==> src/rtl/mul_unit.sv <==
// mul_unit: iterative radix-2 shift-add multiply / multiply-accumulate unit
// for the single-cycle ARM core. Executes MUL (rd = rm*rs) and MLA
// (rd = rm*rs + rn). It retires one multiplier bit per clock and stalls the
// core while it iterates.
//
// Optional build macro: MUL_EARLY_TERM_EN
//   defined   - the iteration ends as soon as the remaining multiplier bits
//               are all zero, so latency = max(1, msb_index(rs)+1) edges
//   undefined - always W iterations (fixed latency)
//
// Ports:
//   clk        system clock, all state updates on rising edge
//   reset      synchronous, active-high reset
//   start      issue request, sampled only in IDLE
//   accumulate 1 = MLA (acc starts at rn_val), 0 = MUL
//   rm_val     multiplicand (register-file RD1)
//   rs_val     multiplier (register-file RD2)
//   rn_val     accumulator operand, ignored for MUL
//   rd_addr    destination register index
//   stall      combinational hold request to the core
//   busy       high in RUN and WB
//   done       one-cycle completion pulse (the WB cycle)
//   wb_we      register-file write enable (never for rd = r15)
//   wb_addr    register-file write address
//   wb_data    register-file write data
//   flag_n     result bit W-1, valid with done
//   flag_z     result == 0, valid with done
module mul_unit #(
  parameter int W  = 32,
  parameter int CW = 6
) (
  input  logic         clk,
  input  logic         reset,
  input  logic         start,
  input  logic         accumulate,
  input  logic [W-1:0] rm_val,
  input  logic [W-1:0] rs_val,
  input  logic [W-1:0] rn_val,
  input  logic [3:0]   rd_addr,
  output logic         stall,
  output logic         busy,
  output logic         done,
  output logic         wb_we,
  output logic [3:0]   wb_addr,
  output logic [W-1:0] wb_data,
  output logic         flag_n,
  output logic         flag_z
);

  typedef enum logic [1:0] {
    IDLE = 2'd0,
    RUN  = 2'd1,
    WB   = 2'd2
  } state_t;

  state_t        state_reg, state_next;
  logic [W-1:0]  mcand_reg;
  logic [W-1:0]  mplier_reg;
  logic [W-1:0]  acc_reg;
  logic [CW-1:0] count_reg;
  logic [3:0]    rd_reg;

  logic [W-1:0]  acc_next;
  logic          last_iter;
  logic          in_wb;

  // Partial product for this iteration: add the shifted multiplicand when
  // the current multiplier LSB is set. Wraps mod 2^W by construction.
  assign acc_next = acc_reg + (mplier_reg[0] ? mcand_reg : {W{1'b0}});

`ifdef MUL_EARLY_TERM_EN
  // Stop once no set multiplier bits remain after this step; the remaining
  // iterations would only add zero.
  assign last_iter = (mplier_reg[W-1:1] == {(W-1){1'b0}}) ||
                     (count_reg == CW'(W-1));
`else
  assign last_iter = (count_reg == CW'(W-1));
`endif

  // Next-state logic
  always_comb begin
    state_next = state_reg;
    case (state_reg)
      IDLE: if (start) state_next = RUN;
      RUN:  if (last_iter) state_next = WB;
      WB:   state_next = IDLE;
      default: state_next = IDLE;
    endcase
  end

  // State register and datapath
  always_ff @(posedge clk) begin
    if (reset) begin
      state_reg  <= IDLE;
      mcand_reg  <= '0;
      mplier_reg <= '0;
      acc_reg    <= '0;
      count_reg  <= '0;
      rd_reg     <= '0;
    end else begin
      state_reg <= state_next;
      case (state_reg)
        IDLE: begin
          if (start) begin
            mcand_reg  <= rm_val;
            mplier_reg <= rs_val;
            acc_reg    <= accumulate ? rn_val : {W{1'b0}};
            count_reg  <= '0;
            rd_reg     <= rd_addr;
          end
        end
        RUN: begin
          acc_reg    <= acc_next;
          mcand_reg  <= mcand_reg << 1;
          mplier_reg <= mplier_reg >> 1;
          count_reg  <= count_reg + CW'(1);
        end
        default: ;
      endcase
    end
  end

  // Outputs are decoded from state so they read zero outside WB and are
  // cleared by reset along with the FSM.
  assign in_wb   = (state_reg == WB);
  assign stall   = ((state_reg == IDLE) && start) || (state_reg == RUN);
  assign busy    = (state_reg == RUN) || in_wb;
  assign done    = in_wb;
  // r15 as destination is illegal for MUL: run to completion, suppress write.
  assign wb_we   = in_wb && (rd_reg != 4'hF);
  assign wb_addr = in_wb ? rd_reg : 4'h0;
  assign wb_data = in_wb ? acc_reg : {W{1'b0}};
  assign flag_n  = in_wb && acc_reg[W-1];
  assign flag_z  = in_wb && (acc_reg == {W{1'b0}});

endmodule

==> config.mk <==
export PLATFORM = sky130hd
export DESIGN_NAME = mul_unit
export DESIGN_NICKNAME = d
export VERILOG_FILES = /design/src/rtl/mul_unit.sv
export SDC_FILE = /design/constraint.sdc
export NUM_CORES = 1
export LEC_CHECK = 0
export ABC_AREA = 1
export ABC_CLOCK_PERIOD_IN_PS = 2100
export CAP_MARGIN = 0
export CORE_MARGIN = 4
export CORE_UTILIZATION = 48
export DETAILED_ROUTE_END_ITERATION = 8
export GPL_ROUTABILITY_DRIVEN = 0
export PLACE_DENSITY = 0.78
export SLEW_MARGIN = 20
export SYNTH_ARGS = -nofsm -noshare
export SYNTH_HDL_FRONTEND = slang
export SYNTH_SLANG_ARGS = --single-unit
==> constraint.sdc <==
create_clock -name clk -period 2.1 [get_ports clk]
set_clock_uncertainty 0.15 [all_clocks]
set_input_delay 0.525 -clock clk [delete_from_list [all_inputs] [get_ports clk]]
set_output_delay 0.525 -clock clk [all_outputs]
set_load 0.005 [all_outputs]
==> reports/metrics.cfg <==
[hold_path]
holdPathEnd = mplier_reg[27]
min-delay-path-class = reg -> reg
holdPathStages = 2
hold_start = mplier_reg[28]

[yosys]
synth-seq-area-share_pct = 28.58
syn_area_mm2 = 0.007566
yosysMostFrequentCell = nand2_1
synth_top_area_cell = dfxtp_1
ys.flop_type = dfxtp_1
yosys_warnings = 0
synthArstFlopShare_pct = 0
synthTopCellsByArea = dfxtp_1 (29%), nand2_1 (21%), inv_1 (9.2%)
synthCells = 1246
synth.distinct_cells = 39
yosys-top-cells-count = nand2_1 (423), inv_1 (186), dfxtp_1 (108), o21ai_0 (107), a21oi_1 (90)
syn_area_per_cell_um2 = 6.072
synth_fp_nets = 1386
synth-seq-cells = 108
yosysTopAreaCellShare_pct = 28.58
synth_edf_count = 0

[sta]
fmax_ghz = 0.3449
finalHoldViolCount = 0
setup-violations-final = 58
worst_slew_pin_slew_ns = 0.4815
period_minus_slack_ns = 2.900
finalMaxSlewViolations = 0
slew_headroom_pct = 67.90
final.period_utilization_pct = 138.1
fin_ws_ns = -0.7997
rsz0062_at_grt = yes

[power]
power_density_mw_per_mm2 = 1241
total_power_w = 0.01553
leakage_nw = 6.434
max-vdd-ir-drop_uv = 930.5

[detailed_routing]
avgRoutedWirePerCell_um = 23.26
drc = 92
firstDrtPassIters = 9
ant_nets = 0
drt-initial-drc-count = 1882
viasPerCell = 6.393
routed_wl_um = 39500
vias = 10860

[cells_and_area]
antenna_cells = 0
drive_gt1_share_pct = 40.55
nFillCells = 839
synthToLayoutAreaGrowth_pct = 65.44
seqCellArea_mm2 = 0.002171
final_util_pct = 81.73
design_area_mm2 = 0.01252
multiInputGateArea_mm2 = 0.006324
final_nets = 1623

[floorplanning]
fp.dieW_um = 133.6
die_y_um = 133.6
fp.coreArea_mm2 = 0.01531
fp-row-count = 45
num_io_pins = 146
die-area_mm2 = 0.01784
initial_core_util_pct = 49.40

[status]
violations = design-rule violations, negative setup slack
outcome = complete, but fails checks

[cts]
numCtsBuffers = 9
cts_root_buffer = clkbuf_16
clock_latency_ns = 0.38
cts_hold_repair.buffers = 0
clkSinkCount = 108
cts_max_level = 3
path_clk_slew_ns = 0.08
cts_buffer_depth = 2
cts_tree = yes

[critical_path]
worstSetupStartpointType = flop
regToRegEndpoint = acc_reg[30]
slowest_delay_ns = 0.41
cp.required_ns = 2.20
r2r_cells = 13
cp-end-kind = flop
worst_ep_arrival_time_ns = 3.00
worstReg2RegStart = mplier_reg[0]
crit_slowest_cell = dfxtp_4
path_cells = buf_12 > nand2_1 > inv_1 > ha_1 > nand2_1 > nor2_1 > nand2_1 > nor2_1 > nand2_2 > nand2_1 > nand2_1 > nand3_1 > a21oi_1
worstPathMaxFanout = 9
ff2ff_setup_slack_ns = -0.80
critical_path_class = reg -> reg
cp_common_cell = nand2_1

[global_routing]
grt_max_degree = 73
grt_overflow = 0
grt_pass1_vias = 9216
grt.total_usage_pct = 30.26
grt_pass1_wl_um = 44450
antenna_found_initial = 0

[placed_design]
place_area_mm2 = 0.009973
dp_hpwl_um = 17790
port-buffer-count = 145

[run]
maxCapViolCount = 0

[metal layers]
layer	GRT usage [%]	routed length (um)	vias up
met2	50.37	16760	1097
met5	0	0	-
met3	7.289	5274	452
li1	-	-	4456
met1	36.86	13380	4850
met4	14.29	4089	0
[placed cells by master, fill, tap and decap left out, types with 3 or more instances in the layout]
cell type and n:
inv_4 22, and2_1 3, clkdlybuf4s50_1 102, nand3_1 15
a31oi_1 62, nor2_4 19, dfxtp_2 4, o21ai_2 3
clkbuf_2 12, nor2_1 27, buf_6 39, buf_4 96
nand2_8 5, ha_1 5, a21oi_4 9, nand2_2 92
nor4_1 3, buf_12 15, o21ai_0 104, nand2_4 78
nand3_2 28, buf_2 17, nand4_1 4, nor2_2 9
a21oi_1 60, dfxtp_1 103, a21oi_2 26, inv_1 112
inv_2 56, clkbuf_16 10, xor2_1 9, nand2_1 258
nand3b_1 3, nand3_4 10, ha_4 30
[stage by stage]
stage	cells	setup WS, ns	TNS (ns)	hold WS (ns)
after floorplan	1246	0.02990	0	0.2842
after global placement	1650	-0.4485	-15.08	0.3020
after detailed placement	1650	-0.4048	-17.28	0.3098
after CTS	1684	-0.4235	-3.205	0.3199
after global routing	1698	-1.007	-13.89	0.3447
final	1698	-0.7997	-11.68	0.3126
[report_power, final]
| group | switching, W | internal [W] | leakage (nW) |
|---|---|---|---|
| clock | 0.000923 | 0.000815 | 0.134 |
| sequential | 0.000746 | 0.00295 | 0.895 |
| combinational | 0.00594 | 0.00416 | 5.41 |
[kinds of logic (layout without fill, tap and decap cells)]
kind of cell,after synthesis,after routing,share of synthesized area [%]
flip-flops,108,108,28.58
AO/OA/AOI/OAI,273,273,19.91
buffers and inverters,252,493,13.28
AND/OR/NAND/NOR,565,565,30.79
XOR/XNOR,12,12,1.389
adder cells (fa/ha/maj),36,36,6.053
[repair_timing]
action                     4_1_cts  5_1_grt
setup buffers                   20       17
gates cloned                     1        1
hold endpoints to repair         0        0
setup endpoints to repair       68       69
resized for setup              351      383
pin swaps                       75      168
[layout make-up]
cell class	instances	share of cell area (%)
Tap cell	211	2.109
Timing Repair Buffer	288	21.72
Sequential cell	108	17.34
Multi-Input combinational cell	886	50.52
Clock inverter	6	0.3699
Inverter	190	6.138
Clock buffer	9	1.799
[critical path, delay by kind of cell (launching register included)]
family / cells / cell delay, ns
and+or+nand+nor: 9 / 1.52
DFF: 1 / 0.41
buffers and inverters: 2 / 0.23
AOI/OAI and AO/OA: 1 / 0.08
adders and majority gates: 1 / 0.38
[how the worst max path moves through the flow]
stage / endpoint / slack (ns) / from
3_3_place_gp: flag_z / -0.45 / acc_reg[31]
3_5_place_dp: flag_z / -0.40 / acc_reg[5]
4_1_cts: flag_z / -0.42 / acc_reg[5]
6_report: acc_reg[30] / -0.80 / mplier_reg[0]
5_1_grt: acc_reg[30] / -1.01 / mplier_reg[0]
2_1_floorplan: acc_reg[31] / 0.03 / mplier_reg[0]
Power figures use the tool's default switching activity.
